$ cat src/rtl/adder_pipe_n.sv
// adder_pipe_n: pipelined WIDTH-bit add/sub with carry-out and signed overflow, valid/ready stream.
//   Carry chain split into STAGES registered slices of W = WIDTH/STAGES bits; latency STAGES cycles.
//   Ports: clk, rst (sync, active-high); in_valid/in_ready, a, b, ci, sub (input beat);
//          out_valid/out_ready, s, co, of (result beat).
//   Optional: define SATURATE_EN to clamp s to the signed limit when of = 1.
module adder_pipe_n #(
  parameter int WIDTH  = 32,
  parameter int STAGES = 4
) (
  input  logic             clk,
  input  logic             rst,
  input  logic             in_valid,
  output logic             in_ready,
  input  logic [WIDTH-1:0] a,
  input  logic [WIDTH-1:0] b,
  input  logic             ci,
  input  logic             sub,
  output logic             out_valid,
  input  logic             out_ready,
  output logic [WIDTH-1:0] s,
  output logic             co,
  output logic             of
);
  localparam int W = WIDTH / STAGES;
  localparam int L = STAGES - 1;
  logic             advance;
  logic             rv   [STAGES];
  logic             rc   [STAGES];
  logic [WIDTH-1:0] ra   [STAGES];
  logic [WIDTH-1:0] rb   [STAGES];
  logic [WIDTH-1:0] racc [STAGES];
  logic             dv   [STAGES];
  logic             dc   [STAGES];
  logic [WIDTH-1:0] da   [STAGES];
  logic [WIDTH-1:0] db   [STAGES];
  logic [WIDTH-1:0] dacc [STAGES];
  logic [W:0]       slc  [STAGES];
  logic             msb_c;
  logic             of_n;
  logic             of_r;
  logic [WIDTH-1:0] res;
  assign advance   = !out_valid || out_ready;
  assign in_ready  = advance;
  assign out_valid = rv[L];
  assign s         = racc[L];
  assign co        = rc[L];
  assign of        = of_r;
  // Subtraction enters as a + ~b + ~ci; each stage adds its own slice on top of the
  // carry registered by the stage below, accumulating finished slices in dacc.
  always_comb begin
    for (int k = 0; k < STAGES; k++) begin
      dv[k]   = k == 0 ? in_valid : rv[k == 0 ? 0 : k - 1];
      da[k]   = k == 0 ? a : ra[k == 0 ? 0 : k - 1];
      db[k]   = k == 0 ? b ^ {WIDTH{sub}} : rb[k == 0 ? 0 : k - 1];
      dc[k]   = k == 0 ? ci ^ sub : rc[k == 0 ? 0 : k - 1];
      slc[k]  = {1'b0, da[k][k*W +: W]} + {1'b0, db[k][k*W +: W]} + {{W{1'b0}}, dc[k]};
      dacc[k] = (k == 0 ? '0 : racc[k == 0 ? 0 : k - 1]) | (WIDTH'(slc[k][W-1:0]) << (k*W));
    end
  end
  // Carry into the MSB is recovered from the MSB sum bit and its two operand bits.
  assign msb_c = dacc[L][WIDTH-1] ^ da[L][WIDTH-1] ^ db[L][WIDTH-1];
  assign of_n  = msb_c ^ slc[L][W];
`ifdef SATURATE_EN
  // A wrapped MSB of 1 means the true result was positive, and vice versa.
  assign res = of_n ? {~dacc[L][WIDTH-1], {(WIDTH-1){dacc[L][WIDTH-1]}}} : dacc[L];
`else
  assign res = dacc[L];
`endif
  // Data registers only load on valid beats so the outputs keep their last value across bubbles.
  always_ff @(posedge clk) begin
    if (rst) begin
      for (int k = 0; k < STAGES; k++) begin
        rv[k]   <= 1'b0;
        rc[k]   <= 1'b0;
        ra[k]   <= '0;
        rb[k]   <= '0;
        racc[k] <= '0;
      end
      of_r <= 1'b0;
    end else if (advance) begin
      for (int k = 0; k < STAGES; k++) begin
        rv[k] <= dv[k];
        if (dv[k]) begin
          ra[k]   <= da[k];
          rb[k]   <= db[k];
          rc[k]   <= slc[k][W];
          racc[k] <= k == L ? res : dacc[k];
        end
      end
      if (dv[L]) of_r <= of_n;
    end
  end
endmodule

$ cat config.mk
export PLATFORM = sky130hd
export DESIGN_NAME = adder_pipe_n
export DESIGN_NICKNAME = d
export VERILOG_FILES = /design/src/rtl/adder_pipe_n.sv
export SDC_FILE = /design/constraint.sdc
export NUM_CORES = 1
export LEC_CHECK = 0
export ABC_AREA = 0
export CORE_ASPECT_RATIO = 0.7
export CORE_MARGIN = 2
export CORE_UTILIZATION = 56
export CTS_BUF_LIST = sky130_fd_sc_hd__clkbuf_8 sky130_fd_sc_hd__clkbuf_16
export DETAILED_ROUTE_END_ITERATION = 8
export PLACE_DENSITY = 0.9
export SLEW_MARGIN = 0
export SYNTH_ARGS = -nofsm -noshare
export SYNTH_HDL_FRONTEND = slang
export SYNTH_SLANG_ARGS = --single-unit
$ cat constraint.sdc
create_clock -name clk -period 4.5 [get_ports clk]
set_input_delay 1.125 -clock clk [delete_from_list [all_inputs] [get_ports clk]]
set_output_delay 1.125 -clock clk [all_outputs]
set_load 0.02 [all_outputs]
==> metrics.md <==
| Metric | Value |
|---|---|
| Final GP Congestion | `0.824` |
| Crit path largest cell delay | `620 ps` |
| Crit Path Class | `in -> out` |
| DRC violations left | `0` |
| Leakage | `4.35 nW` |
| Mapped Nets | `714` |
| Worst-skew pair later-pin latency | `420 ps` |
| Fillers | `925` |
| CTS Buffer Depth | `2` |
| Post-Layout Cell Count | `914` |
| CP arrival | `2460 ps` |
| CTS clk-pin slew, worst paths | `60 ps` |
| P_sw | `0.000865 W` |
| Area growth syn-to-layout | `21.8%` |
| Sequential share of power | `51.6%` |
| Post_cts resized | `0` |
| TNS Setup | `0 ps` |
| Startpoint types | `input pin` |
| CTS tree | `done` |
| Post-CTS Setup Bufs | `0` |
| DR iter-0 viols | `366` |
| Vias in the first global route | `4,868` |
| Max-slew violation count | `0` |
| Final setup fails | `0` |
| Cells after Synth | `608` |
| Drt pass-1 iters | `5` |
| Largest net degree at the start of global routing | `90` |
| Clk pwr share | `37.0%` |
| Status | `finished, final reports clean` |
| Rel. slew slack | `29.5%` |
| Initial cell density of the core | `57.0%` |
| DR vias/cell | `5.49` |
| PnR Total Power | `0.00401 W` |
| Hold-fix buffers at CTS | `0` |
| Ports | `106` |
| DP Cell Count | `884` |
| Die area | `0.0160 sq mm` |
| Worst Clk Skew | `7.71 ps` |
| Nets@finish | `814` |
| Routed vias | `5,017` |
| Share of cells above drive strength 1 | `6.68%` |
| Ys Warns | `0` |
| Final WL | `15,200 um` |
| DIE HEIGHT | `106 um` |
| Total track usage | `20.1%` |
| Yosys cell types | `49` |
| Final Hold Violating Endpoints | `0` |
| Mapped Avg Cell Area | `13.8 sq um` |
| Register bit count reported by yosys | `185` |
| CP top delay family | `buffers and inverters` |
| Initial antenna violation count | `0` |
| Mapped Area | `0.00837 sq mm` |
| CORE AREA | `0.0147 sq mm` |
| Commonest non-fill, non-tap cell in the layout | `edfxtp_1` |
| Critical path data required time | `3380 ps` |
| Sequential share of the synthesized area | `66.2%` |
| Die width | `150 um` |
| Slowest-stage cell, CP | `clkdlybuf4s50_1` |
| Int Power | `0.00315 W` |
| Port bufs | `105` |
| First-pass GRT wire length | `24,400 um` |
| Fin crit share | `79.7%` |
| Power density cells | `393 mW/mm^2` |
| Switching share of total power | `21.6%` |
| Fmax | `0.279 GHz` |
| Site Rows | `37` |
| Crit path buffers/inverters | `3` |
| Commonest non-fill, non-tap cells in the layout | `184 x edfxtp_1, 125 x and3_1, 104 x clkdlybuf4s50_1` |
| DRT antenna net count | `0` |
| Yosys top cell area share | `66.0%` |
| Hold slack | `550 ps` |
| Synth area leaders | `edfxtp_1 66%, and3_1 9.3%, ha_1 4.2%, xnor2_1 3.8%, nor2_1 2.6%` |
| CTS root buffer | `clkbuf_16` |
| H-tree levels | `4` |
| Crit path time final | `3590 ps` |
| Tightest Pin Transition | `1060 ps` |
| Most common cell on crit path | `clkdlybuf4s50_1` |
| Worst Hold Class | `reg -> reg` |
| Worst Path Max Fanout | `9` |
| Crit path cell chain | `clkdlybuf4s50_1 -> nand2b_1 -> buf_4 -> clkdlybuf4s50_1` |
| Antenna Cells | `0` |
| DPL Wire Length | `10,700 um` |
| VDD IR max | `0.000261 V` |
| Max-cap violations | `0` |
| Clock sink count | `185` |
| RSZ-0062 raised after global routing | `no` |
| Crit end category | `primary output` |
| Part of the power in combinational logic | `11.3%` |
| CTS Buf Count | `17` |
| Area leader, netlist | `edfxtp_1` |
| Drt wl/cell | `16.6 um` |
| Gr ovfl total | `0` |
synth_stat cells (all sizes together):
cell type	count
nor3b	1
xor2	12
o21bai	3
edfxtp	184
o211a	2
fa	8
a311oi	1
nor4	1
a21oi	15
and4	1
a21o	9
o31a	2
mux2i	2
and2b	1
a211oi	1
a2111oi	2
o21ai	10
o22ai	1
inv	25
a21boi	2
or3	1
nor3	8
ha	28
buf	7
or4	1
nor2b	5
nor2	57
o21a	7
o211ai	1
nand3	2
or2	1
nand2	11
and3	125
nand2b	4
a2111o	1
xnor2	37
a32oi	1
dfxtp	1
clkbuf	27
per-stage QoR:
stage	area, sq um	setup WS [ps]	utilization [%]
3_5_place_dp	9600	685	65.4
3_3_place_gp	9600	809	65.4
6_report	10200	913	69.5
4_1_cts	10200	906	69.5
2_1_floorplan	8370	854	-
5_1_grt	10200	862	69.5
final cells by class:
class	instances	area [sq um]	share of cell area, %
tap	195	244	2.39
multi-input combinational	364	2600	25.5
timing repair buffer	115	1120	11.0
clock buffer	17	425	4.17
inverter	25	93.8	0.921
sequential	185	5550	54.4
clock inverter	13	164	1.61
metal layers:
layer,GRT usage [%],wire [um],vias to the layer above
li1,-,-,2425
met1,28.7,6950,2385
met2,30.5,7080,184
met3,4.38,954,23
met4,7.68,219,0
met5,0,0,-
final timing paths:
path                from           to  slack [ps]  cells past startpoint
max            out_ready     in_ready         910                      4
min          racc[0][65]  racc[0][97]         550                      1
max reg2reg     rv[0][0]  racc[0][40]        2090                      1
min reg2reg  racc[0][65]  racc[0][97]         550                      1
power groups by stage:
stage,Clock [W],Sequential (W),Combinational [W]
6_report,0.00149,0.00207,0.000454
3_5_place_dp,0,0.00211,0.000451
3_3_place_gp,0,0.00210,0.000429
4_1_cts,0.00150,0.00207,0.000456
2_1_floorplan,0,0.00211,0.000268
5_1_grt,0.00156,0.00208,0.000499
cell families after synthesis:
group	count (synthesis)	synth area share, %
AO/OA/AOI/OAI	58	4.96
AND/OR/NAND/NOR	219	14.4
flip-flops	185	66.2
XOR/XNOR	49	5.31
buffers and inverters	59	2.75
multiplexers	2	0.239
adder cells (fa/ha/maj)	36	6.10
sequential cells by signal, summed over array words and instances, names as in the netlist:
register and cells:
ra 48, racc 80, of 1, rc 4, rv 4, rb 48
(Power assumes the default switching activity.)
